$ cat config.mk
export PLATFORM = sky130hd
export DESIGN_NAME = sata_phy_if_mc
export DESIGN_NICKNAME = d
export VERILOG_FILES = /design/src/rtl/sata_phy_pkg.sv /design/src/rtl/sata_phy_if_lane.sv /design/src/rtl/sata_phy_if_mc.sv
export SDC_FILE = /design/constraint.sdc
export NUM_CORES = 1
export LEC_CHECK = 0
export ABC_AREA = 1
export CORE_ASPECT_RATIO = 0.75
export CORE_UTILIZATION = 45
export DETAILED_ROUTE_END_ITERATION = 10
export GPL_ROUTABILITY_DRIVEN = 0
export HOLD_SLACK_MARGIN = 0.08
export PLACE_DENSITY = 0.78
export RECOVER_POWER = 50
export SLEW_MARGIN = 20
export SYNTH_ARGS = -nofsm -noshare
export SYNTH_HDL_FRONTEND = slang
export SYNTH_HIERARCHICAL = 1
export SYNTH_SLANG_ARGS = --single-unit
$ cat constraint.sdc
create_clock -name phyclk -period 1.8 [get_ports phyclk]
set_input_delay 0.36 -clock phyclk [delete_from_list [all_inputs] [get_ports phyclk]]
set_output_delay 0.36 -clock phyclk [all_outputs]
set_load 0.1 [all_outputs]
$ cat src/rtl/sata_phy_pkg.sv
`default_nettype none
// ============================================================================
//  Module      : sata_phy_pkg
//  Description : Shared constants, TX state encoding, shift type and the
//                byte-realignment helper for the multi-channel SATA PHY IF.
//  Revision    : 1.0 - initial release
// ============================================================================
package sata_phy_pkg;

    localparam logic [31:0] ALIGN_DW     = 32'h7B4A4ABC;
    localparam logic [31:0] SYNC_DW      = 32'hB5B5957C;
    localparam logic [7:0]  K28_5        = 8'hBC;
    localparam logic [3:0]  PRIM_CHARISK = 4'b0001;

    typedef enum logic [1:0] {
        LINK_DN = 2'd0,
        INS0    = 2'd1,
        INS1    = 2'd2,
        DATA    = 2'd3
    } tx_state_t;

    typedef logic [1:0] shift_t;

    // Build a dword starting at byte s of the {cur, prev} byte stream.
    function automatic logic [31:0] realign_dw(input logic [31:0] cur,
                                               input logic [31:0] prev,
                                               input shift_t      s);
        logic [31:0] w_dw;
        w_dw = prev;
        case (s)
            2'd0: w_dw = prev;
            2'd1: w_dw = {cur[7:0],  prev[31:8]};
            2'd2: w_dw = {cur[15:0], prev[31:16]};
            2'd3: w_dw = {cur[23:0], prev[31:24]};
            default: w_dw = prev;
        endcase
        return w_dw;
    endfunction

endpackage
`default_nettype wire

$ cat src/rtl/sata_phy_if_lane.sv
`default_nettype none
// ============================================================================
//  Module      : sata_phy_if_lane
//  Description : One SATA PHY/link channel: TX ALIGN-insertion FSM with
//                ready/valid, RX comma-based byte realignment with ALIGN
//                stripping, and an optional realignment event counter
//                (enabled by SATA_PHY_IF_STATS_EN).
//  Revision    : 1.0 - initial release
// ============================================================================
module sata_phy_if_lane
    import sata_phy_pkg::*;
#(
    parameter int C_ALIGN_PERIOD = 256
) (
    input  logic        phyclk,
    input  logic        phyreset,
    input  logic        link_up,
    input  logic [31:0] tx_data,
    input  logic        tx_k,
    input  logic        tx_valid,
    output logic        tx_ready,
    output logic [31:0] txdata_fis,
    output logic [3:0]  tx_charisk_fis,
    input  logic [31:0] rxdata_fis,
    input  logic [3:0]  rxcharisk,
    output logic [31:0] rx_data,
    output logic        rx_k,
    output logic        rx_valid,
    output logic [15:0] realign_cnt
);

    localparam int              CNT_W    = $clog2(C_ALIGN_PERIOD);
    localparam logic [CNT_W-1:0] CNT_LAST = CNT_W'(C_ALIGN_PERIOD - 3);

    // ------------------------------------------------------------------ TX
    tx_state_t         r_state;
    tx_state_t         w_state_nxt;
    logic [CNT_W-1:0]  r_cnt;
    logic [CNT_W-1:0]  w_cnt_nxt;
    logic [31:0]       r_txdata;
    logic [31:0]       w_txdata_nxt;
    logic [3:0]        r_txk;
    logic [3:0]        w_txk_nxt;
    logic              r_tx_ready;

    // TX state register.
    always_ff @(posedge phyclk) begin
        if (phyreset) r_state <= LINK_DN;
        else          r_state <= w_state_nxt;
    end

    // Next state, window counter and the dword to launch on the next edge.
    always_comb begin
        w_state_nxt  = r_state;
        w_cnt_nxt    = r_cnt;
        w_txdata_nxt = ALIGN_DW;
        w_txk_nxt    = PRIM_CHARISK;
        case (r_state)
            LINK_DN: begin
                w_cnt_nxt = '0;
                if (link_up) w_state_nxt = INS0;
            end
            INS0: w_state_nxt = INS1;
            INS1: begin
                w_cnt_nxt   = '0;
                w_state_nxt = DATA;
            end
            DATA: begin
                if (tx_valid) begin
                    w_txdata_nxt = tx_data;
                    w_txk_nxt    = {3'b000, tx_k};
                end else begin
                    w_txdata_nxt = SYNC_DW;
                    w_txk_nxt    = PRIM_CHARISK;
                end
                w_cnt_nxt = r_cnt + CNT_W'(1);
                if (r_cnt == CNT_LAST) w_state_nxt = INS0;
            end
            default: w_state_nxt = LINK_DN;
        endcase
        // Losing the link aborts any window, even mid ALIGN pair.
        if (!link_up) begin
            w_state_nxt = LINK_DN;
            w_cnt_nxt   = '0;
        end
    end

    // Registered TX outputs; ready follows the state being entered.
    always_ff @(posedge phyclk) begin
        if (phyreset) begin
            r_cnt      <= '0;
            r_txdata   <= ALIGN_DW;
            r_txk      <= PRIM_CHARISK;
            r_tx_ready <= 1'b0;
        end else begin
            r_cnt      <= w_cnt_nxt;
            r_txdata   <= w_txdata_nxt;
            r_txk      <= w_txk_nxt;
            r_tx_ready <= (w_state_nxt == DATA);
        end
    end

    assign tx_ready       = r_tx_ready;
    assign txdata_fis     = r_txdata;
    assign tx_charisk_fis = r_txk;

    // ------------------------------------------------------------------ RX
    logic [31:0] r_prev;
    logic [3:0]  r_prevk;
    shift_t      r_shift;
    logic        w_comma_hit;
    shift_t      w_comma_lane;
    logic [31:0] w_rx_word;
    logic        w_rx_k;
    logic        w_is_align;
    logic [31:0] r_rx_data;
    logic        r_rx_k;
    logic        r_rx_valid;

    // Find the lowest byte lane carrying a K28.5 comma.
    always_comb begin
        w_comma_hit  = 1'b0;
        w_comma_lane = '0;
        for (int b = 3; b >= 0; b--) begin
            if (rxcharisk[b] && (rxdata_fis[8*b +: 8] == K28_5)) begin
                w_comma_hit  = 1'b1;
                w_comma_lane = shift_t'(b);
            end
        end
    end

    assign w_rx_word  = realign_dw(rxdata_fis, r_prev, r_shift);
    assign w_rx_k     = r_prevk[r_shift];
    assign w_is_align = w_rx_k && (w_rx_word == ALIGN_DW);

    // Previous-word stage, shift tracking and the realigned output register.
    always_ff @(posedge phyclk) begin
        if (phyreset) begin
            r_prev     <= '0;
            r_prevk    <= '0;
            r_shift    <= '0;
            r_rx_data  <= '0;
            r_rx_k     <= 1'b0;
            r_rx_valid <= 1'b0;
        end else begin
            r_prev  <= rxdata_fis;
            r_prevk <= rxcharisk;
            if (!link_up) begin
                r_shift    <= '0;
                r_rx_valid <= 1'b0;
            end else begin
                if (w_comma_hit) r_shift <= w_comma_lane;
                r_rx_data  <= w_rx_word;
                r_rx_k     <= w_rx_k;
                r_rx_valid <= !w_is_align;
            end
        end
    end

    assign rx_data  = r_rx_data;
    assign rx_k     = r_rx_k;
    assign rx_valid = r_rx_valid;

    // --------------------------------------------------------------- stats
`ifdef SATA_PHY_IF_STATS_EN
    logic [15:0] r_realign_cnt;

    // Count comma-driven shift changes while the link is up, saturating.
    always_ff @(posedge phyclk) begin
        if (phyreset) begin
            r_realign_cnt <= '0;
        end else if (link_up && w_comma_hit && (w_comma_lane != r_shift) &&
                     (r_realign_cnt != 16'hFFFF)) begin
            r_realign_cnt <= r_realign_cnt + 16'd1;
        end
    end

    assign realign_cnt = r_realign_cnt;
`else
    assign realign_cnt = 16'h0000;
`endif

endmodule
`default_nettype wire

$ cat src/rtl/sata_phy_if_mc.sv
`default_nettype none
// ============================================================================
//  Module      : sata_phy_if_mc
//  Description : Multi-channel SATA PHY/link interface. Replicates one
//                independent lane per channel on the shared PHY clock.
//                Optional realignment statistics: SATA_PHY_IF_STATS_EN.
//  Revision    : 1.0 - initial release
// ============================================================================
module sata_phy_if_mc
    import sata_phy_pkg::*;
#(
    parameter int C_NUM_CH       = 2,
    parameter int C_ALIGN_PERIOD = 256
) (
    input  logic                    phyclk,
    input  logic                    phyreset,
    input  logic [C_NUM_CH-1:0]     link_up,
    input  logic [32*C_NUM_CH-1:0]  tx_data,
    input  logic [C_NUM_CH-1:0]     tx_k,
    input  logic [C_NUM_CH-1:0]     tx_valid,
    output logic [C_NUM_CH-1:0]     tx_ready,
    output logic [32*C_NUM_CH-1:0]  txdata_fis,
    output logic [4*C_NUM_CH-1:0]   tx_charisk_fis,
    input  logic [32*C_NUM_CH-1:0]  rxdata_fis,
    input  logic [4*C_NUM_CH-1:0]   rxcharisk,
    output logic [32*C_NUM_CH-1:0]  rx_data,
    output logic [C_NUM_CH-1:0]     rx_k,
    output logic [C_NUM_CH-1:0]     rx_valid,
    output logic [16*C_NUM_CH-1:0]  realign_cnt
);

    // One fully independent lane per channel; channel 0 sits in the LSBs.
    for (genvar g = 0; g < C_NUM_CH; g++) begin : g_lane
        sata_phy_if_lane #(
            .C_ALIGN_PERIOD (C_ALIGN_PERIOD)
        ) u_lane (
            .phyclk         (phyclk),
            .phyreset       (phyreset),
            .link_up        (link_up[g]),
            .tx_data        (tx_data[32*g +: 32]),
            .tx_k           (tx_k[g]),
            .tx_valid       (tx_valid[g]),
            .tx_ready       (tx_ready[g]),
            .txdata_fis     (txdata_fis[32*g +: 32]),
            .tx_charisk_fis (tx_charisk_fis[4*g +: 4]),
            .rxdata_fis     (rxdata_fis[32*g +: 32]),
            .rxcharisk      (rxcharisk[4*g +: 4]),
            .rx_data        (rx_data[32*g +: 32]),
            .rx_k           (rx_k[g]),
            .rx_valid       (rx_valid[g]),
            .realign_cnt    (realign_cnt[16*g +: 16])
        );
    end

endmodule
`default_nettype wire

==> flow_summary.ini, run 1 <==
[run_status]
status = complete, but fails checks
violations = negative setup slack

[sta]
finalSetupViolCount = 2
period_minus_slack_ns = 1.836
finalHoldViolCount = 0
clock_skew_ns = 0.01481
drv_slew = 0
relSlewSlack = 0.3032
tightest_slew_ns = 1.045
tns_ns = -0.03994
hold-worst-slack_ns = 0.3691
timing.final.ws_setup_ns = -0.03618
rsz0062_at_grt = true
period_share = 1.020
fmax_mhz = 544.6

[placement]
io_buffers = 279
hpwl_mm = 25.97
dpl_worst_slack_ns = -0.1834
placedCellCount = 2050
dpl_cell_area_um2 = 15120

[critical_path]
path_delay_family = simple AND/OR/NAND/NOR gates
critPathLaunchType = flop
crit_slowest_cell = dfxtp_4
crit_buf_inv = 2
critPathMostFrequentCell = nor2_1
path_max_fanout = 16
crit_path_max_incr_delay_ns = 0.36
arrival_ns = 2.23
end_kind = flop
crit_chain = buf_8 > buf_4 > nand3_1 > nand4_1 > nor2_1 > nand2_1 > nor2_1 > nand3_1 > nor2_1 > nor2_1
cp.required_ns = 2.20
critPathKind = flop to flop

[floorplan]
die_y_um = 130.9
design.core.area_um2 = 21410
die_area_um2 = 22770
initial_core_util = 0.4658
die_x_um = 173.9
rows = 46
ios = 318

[yosys]
ys_warn_count = 6
syn_avg_cell_area_um2 = 7.072
yosysUniqueCellTypes = 32
synth-seq-cells = 232
seq_area_frac_synth = 0.4657
syn_inst = 1410
netlist_area_um2 = 9972

[final_layout]
nFillCells = 1525
drive_gt1_frac = 0.2014
syn2layout_area_growth_pct = 60.65
nNetsFinal = 1943
stdcell_count = 2103
final_area_um2 = 16020
fin_util = 0.7482

[pwr]
power_density_nw_per_um2 = 828.7
ir_drop_uv = 596.1
p_leak_nw = 7.268
power_mw = 13.28

[routing]
vias_per_cell = 5.144
drc = 0
via_count = 10820
wl_mm = 34.13
first_pass_iters = 7
post_drt_wl_per_cell_um = 16.23
antenna_left = 0
drt_first_iter_violations = 1405

[grt]
grt_pass1_vias = 9853
grt_max_degree = 55
overflow = 0
track_usage = 0.2859
antenna_found_initial = 3
grt_pass1_wl_mm = 51.74

[clock_network]
cts_buffers = 23
clk_root_buffer_cell = clkbuf_16
cts.clk_slew.worst_paths_ns = 0.06
cts.sinks = 232
cts.htree.levels = 1
tritoncts = yes
clk_latency_ns = 0.51
cts_buffer_depth = 3

[min_path]
worstHoldPathType = primary input to flop

[flow_run]
cap_violations = 0
-- power by group --
part	internal, mW	switching [mW]	total (mW)	leakage, nW
logic	0.983	1.71	2.69	4.96
registers	5.33	0.181	5.51	1.91
clock network	3.04	2.03	5.07	0.394
-- layout make-up --
| type | count | area [µm²] | share of cell area |
|---|---|---|---|
| sequential | 232 | 4654 | 0.2905 |
| timing repair buffer | 432 | 5344 | 0.3336 |
| tap | 288 | 360.3 | 0.02249 |
| clock buffer | 33 | 673.1 | 0.04202 |
| clock inverter | 9 | 130.1 | 0.008122 |
| antenna | 3 | 7.507 | 0.0004686 |
| inverter | 152 | 583.1 | 0.03639 |
| multi-input combinational | 954 | 4268 | 0.2664 |
-- cells in the mapped netlist --
| cell type | number | area share |
|---|---|---|
| nand2_2 | 2 | 0.0013 |
| clkbuf_1 | 38 | 0.014 |
| nand2_1 | 292 | 0.11 |
| buf_6 | 6 | 0.0068 |
| or2_1 | 12 | 0.0075 |
| buf_4 | 46 | 0.035 |
| nor2_4 | 4 | 0.0045 |
| nor2_2 | 2 | 0.0013 |
| a31oi_1 | 4 | 0.0025 |
| o31ai_1 | 2 | 0.0015 |
| inv_2 | 8 | 0.0030 |
| buf_2 | 12 | 0.0060 |
| conb_1 | 2 | 0.00075 |
| buf_1 | 4 | 0.0015 |
| nor4_1 | 10 | 0.0063 |
| inv_1 | 144 | 0.054 |
| a21o_1 | 2 | 0.0015 |
| o21bai_1 | 4 | 0.0030 |
| dfxtp_1 | 232 | 0.47 |
| nand3_1 | 88 | 0.044 |
| nand4_1 | 44 | 0.028 |
| nor3_1 | 4 | 0.0020 |
| a21oi_1 | 40 | 0.020 |
| o211ai_1 | 4 | 0.0030 |
| o21ai_0 | 96 | 0.048 |
| ha_1 | 4 | 0.0050 |
| nor2_1 | 268 | 0.10 |
| o21ai_1 | 2 | 0.0010 |
| clkbuf_2 | 2 | 0.0010 |
| nor3b_1 | 6 | 0.0045 |
| or2_0 | 4 | 0.0025 |
| or2_2 | 22 | 0.014 |
-- repair_timing --
item                       4_1_cts  5_1_grt
gates resized for setup          3       22
hold buffers                     0        0
pin swaps                        6        9
setup endpoints to repair        1        8
buffers inserted                 4        4
-- worst register-to-register path, cell delays in order (launching register included) --
cell	delay (ns)
dfxtp_4	0.36
buf_8	0.14
buf_4	0.20
nand3_1	0.11
nand4_1	0.24
nor2_1	0.19
nand2_1	0.06
nor2_1	0.17
nand3_1	0.10
nor2_1	0.12
nor2_1	0.05
-- placed cells by master, fill, tap and decap left out, types with 10 or more instances in the layout --
cell and count:
inv_1 144, nand2_1 291, clkbuf_16 23, buf_12 140, dfxtp_1 228, or2_2 22, buf_4 135, clkbuf_1 12
nor4_1 10, nand3_1 88, or2_1 12, o21ai_0 94, a21oi_1 40, nand4_1 44, clkdlybuf4s50_1 138, nor2_1 268
conb_1 38
-- state kept, by name (all words and copies together), names as in the netlist --
signal                        flops
g_lane.u_lane/rx_valid            2
g_lane.u_lane/r_state             4
g_lane.u_lane/txdata_fis         64
g_lane.u_lane/tx_ready            2
g_lane.u_lane/r_prevk             8
g_lane.u_lane/tx_charisk_fis      2
g_lane.u_lane/rx_k                2
g_lane.u_lane/r_cnt              16
g_lane.u_lane/r_shift             4
g_lane.u_lane/r_prev             64
g_lane.u_lane/rx_data            64
-- cell families (layout without fill, tap and decap cells) --
family / Yosys count / after routing / share of synthesized area
fa+ha+maj: 4 / 4 / 0.005019
compound gates: 154 / 154 / 0.08080
other cells: 2 / 41 / 0.0007531
flops: 232 / 232 / 0.4657
buf+inv: 260 / 626 / 0.1215
simple gates: 758 / 758 / 0.3262
-- per-layer routing --
layer	GRT usage	routed length, µm	vias to the layer above
met2	0.4664	15510	753
met3	0.08160	4224	116
met4	0.09236	1080	0
met1	0.3671	13320	4820
li1	-	-	5128
met5	0	0	-
-- final timing paths --
kind / slack (ns) / start / endpoint / cells past startpoint
setup / recovery: -0.04 / g_lane[0].u_lane/r_shift[0]$_SDFFE_PP0P_ / g_lane[0].u_lane/rx_valid$_SDFF_PP0_ / 10
hold / removal: 0.37 / tx_data[13] / g_lane[0].u_lane/txdata_fis[13]$_SDFF_PP0_ / 3
setup reg to reg: -0.04 / g_lane[0].u_lane/r_shift[0]$_SDFFE_PP0P_ / g_lane[0].u_lane/rx_valid$_SDFF_PP0_ / 10
hold reg to reg: 0.47 / g_lane[1].u_lane/r_cnt[7]$_SDFFE_PP0P_ / g_lane[1].u_lane/r_cnt[7]$_SDFFE_PP0P_ / 2
(Power assumes the default switching activity.)
==> inputs of run 2 (changes only) <==
--- a/config.mk
+++ b/config.mk
@@ -8,11 +8,13 @@
 export ABC_AREA = 1
 export CORE_ASPECT_RATIO = 0.75
 export CORE_UTILIZATION = 45
+export CTS_CLUSTER_SIZE = 25
 export DETAILED_ROUTE_END_ITERATION = 10
 export GPL_ROUTABILITY_DRIVEN = 0
 export HOLD_SLACK_MARGIN = 0.08
 export PLACE_DENSITY = 0.78
 export RECOVER_POWER = 50
+export SKIP_CTS_REPAIR_TIMING = 1
 export SLEW_MARGIN = 20
 export SYNTH_ARGS = -nofsm -noshare
 export SYNTH_HDL_FRONTEND = slang
==> run 2 against run 1 <==
Net effect:
- the flow still finishes with violations (negative setup slack)
- first-iteration DRC count grew 1.1%
- design area hardly changed
- power hardly changed
- largest power group unchanged
- highest routed layer unchanged
==> flow_summary.ini, run 2 (synthesized netlist as in run 1, its figures left out) <==
[floorplan]
die_area_um2 = 22770
die_x_um = 173.9
rows = 46
ios = 318
design.core.area_um2 = 21410
initial_core_util = 0.4658
die_y_um = 130.9

[critical_path]
critPathMostFrequentCell = nor2_1
path_max_fanout = 16
critPathLaunchType = flop
crit_buf_inv = 2
cp.required_ns = 2.20
end_kind = flop
path_delay_family = simple AND/OR/NAND/NOR gates
arrival_ns = 2.22
critPathKind = flop to flop
crit_slowest_cell = dfxtp_4
crit_chain = buf_8 > buf_4 > nand3_1 > nand4_1 > nor2_1 > nand2_1 > nor2_1 > nand3_1 > nor2_1 > nor2_1
crit_path_max_incr_delay_ns = 0.36

[flow_run]
cap_violations = 0

[routing]
first_pass_iters = 7
via_count = 10820
post_drt_wl_per_cell_um = 16.30
vias_per_cell = 5.152
drc = 0
antenna_left = 0
drt_first_iter_violations = 1421
wl_mm = 34.24

[sta]
fmax_mhz = 549.9
rsz0062_at_grt = true
relSlewSlack = 0.3056
period_share = 1.010
tns_ns = -0.01850
finalHoldViolCount = 0
clock_skew_ns = 0.01457
tightest_slew_ns = 1.042
finalSetupViolCount = 1
timing.final.ws_setup_ns = -0.01850
period_minus_slack_ns = 1.819
drv_slew = 0

[run_status]
violations = negative setup slack
status = complete, but fails checks

[min_path]
worstHoldPathType = primary input to flop

[pwr]
power_density_nw_per_um2 = 828.6
ir_drop_uv = 596.2
p_sw_frac = 0.2954
p_leak_nw = 7.256
power_mw = 13.27
p_seq_frac = 0.415
p_sw_mw = 3.918
p_int_mw = 9.349
clock_power_share = 0.382
combPwrFrac = 0.203

[final_layout]
syn2layout_area_growth_pct = 60.55
layout_common_cells = nand2_1 (291), nor2_1 (268), dfxtp_1 (228), inv_1 (144), buf_12 (140)
nFillCells = 1522
final_common_cell = nand2_1
nNetsFinal = 1940
drive_gt1_frac = 0.2007
register_area_um2 = 4654
multi_input_area_um2 = 4274
final_area_um2 = 16010

[grt]
grtUsageMet3 = 0.08189
grt_max_degree = 55
busiest_layer = met2
grtUsageMet1 = 0.3645
track_usage = 0.2847
grt_pass1_vias = 9796
overflow = 0
grtUsageMet2 = 0.4656
grt_pass1_wl_mm = 51.52
antenna_found_initial = 3

[clock_network]
cts.clk_slew.worst_paths_ns = 0.06
clk_latency_ns = 0.51
cts.htree.levels = 1
tritoncts = yes
clk_root_buffer_cell = clkbuf_16
cts_buffers = 23
cts.sinks = 232
cts_buffer_depth = 3

[placement]
dpl_cell_area_um2 = 15120
hpwl_mm = 25.97
io_buffers = 279
[run 2: cell types whose count changed in the layout (fill, tap and decap cells not counted)]
cell	previous run	this run
buf_8	1	2
o21ai_1	3	2
o21ai_4	0	1
nor2_2	1	2
nor2_4	5	4
buf_6	5	4
buf_4	135	132
inv_6	1	2
inv_4	2	1
[run 2: worst reg2reg max path, cell delays in order, from the launching register on]
cell and delay [ns]:
dfxtp_4 0.36, buf_8 0.14, buf_4 0.20, nand3_1 0.13, nand4_1 0.22, nor2_1 0.17
nand2_1 0.06, nor2_1 0.17, nand3_1 0.10, nor2_1 0.13, nor2_1 0.05
[run 2: worst paths after layout]
kind                                                                from                                    endpoint  slack [ns]  cells past startpoint
worst min register to register    g_lane[1].u_lane/r_cnt[7]$_SDFFE_PP0P_      g_lane[1].u_lane/r_cnt[7]$_SDFFE_PP0P_        0.47                      2
worst max register to register  g_lane[0].u_lane/r_shift[0]$_SDFFE_PP0P_        g_lane[0].u_lane/rx_valid$_SDFF_PP0_       -0.02                     10
worst min-delay path                                         tx_data[13]  g_lane[0].u_lane/txdata_fis[13]$_SDFF_PP0_        0.37                      3
worst max-delay path            g_lane[0].u_lane/r_shift[0]$_SDFFE_PP0P_        g_lane[0].u_lane/rx_valid$_SDFF_PP0_       -0.02                     10
[run 2: cell type report]
| class | count | area share |
|---|---|---|
| Antenna cell | 3 | 0.0004689 |
| Clock buffer | 33 | 0.04204 |
| Clock inverter | 9 | 0.008128 |
| Inverter | 152 | 0.03657 |
| Multi-Input combinational cell | 954 | 0.2670 |
| Sequential cell | 232 | 0.2907 |
| Tap cell | 288 | 0.02251 |
| Timing Repair Buffer | 429 | 0.3326 |
[run 2: through the flow]
step,cells,hold WS (ns),util,setup WS (ns)
detailed placement,2050,0.4654,0.7061,-0.1834
global placement,2050,0.4559,0.7061,-0.1768
global route,2100,0.3740,0.7478,-0.05494
finish,2100,0.3695,0.7478,-0.01850
floorplan,1446,0.4432,-,0.3523
CTS,2092,0.3396,0.7436,-0.1303
[run 2: power groups by stage]
stage	Clock, mW	Sequential, mW	Combinational [mW]
floorplan	0	6.28	0.849
global placement	0	5.61	2.63
detailed placement	0	5.62	2.66
CTS	5.14	5.51	2.67
global route	5.32	5.52	2.81
finish	5.07	5.51	2.69
[run 2: layer usage]
metal  vias up  share of wire
li1       5123              -
met2       753           0.45
met1      4802           0.39
met4         0          0.038
met3       142           0.12
met5         -              0
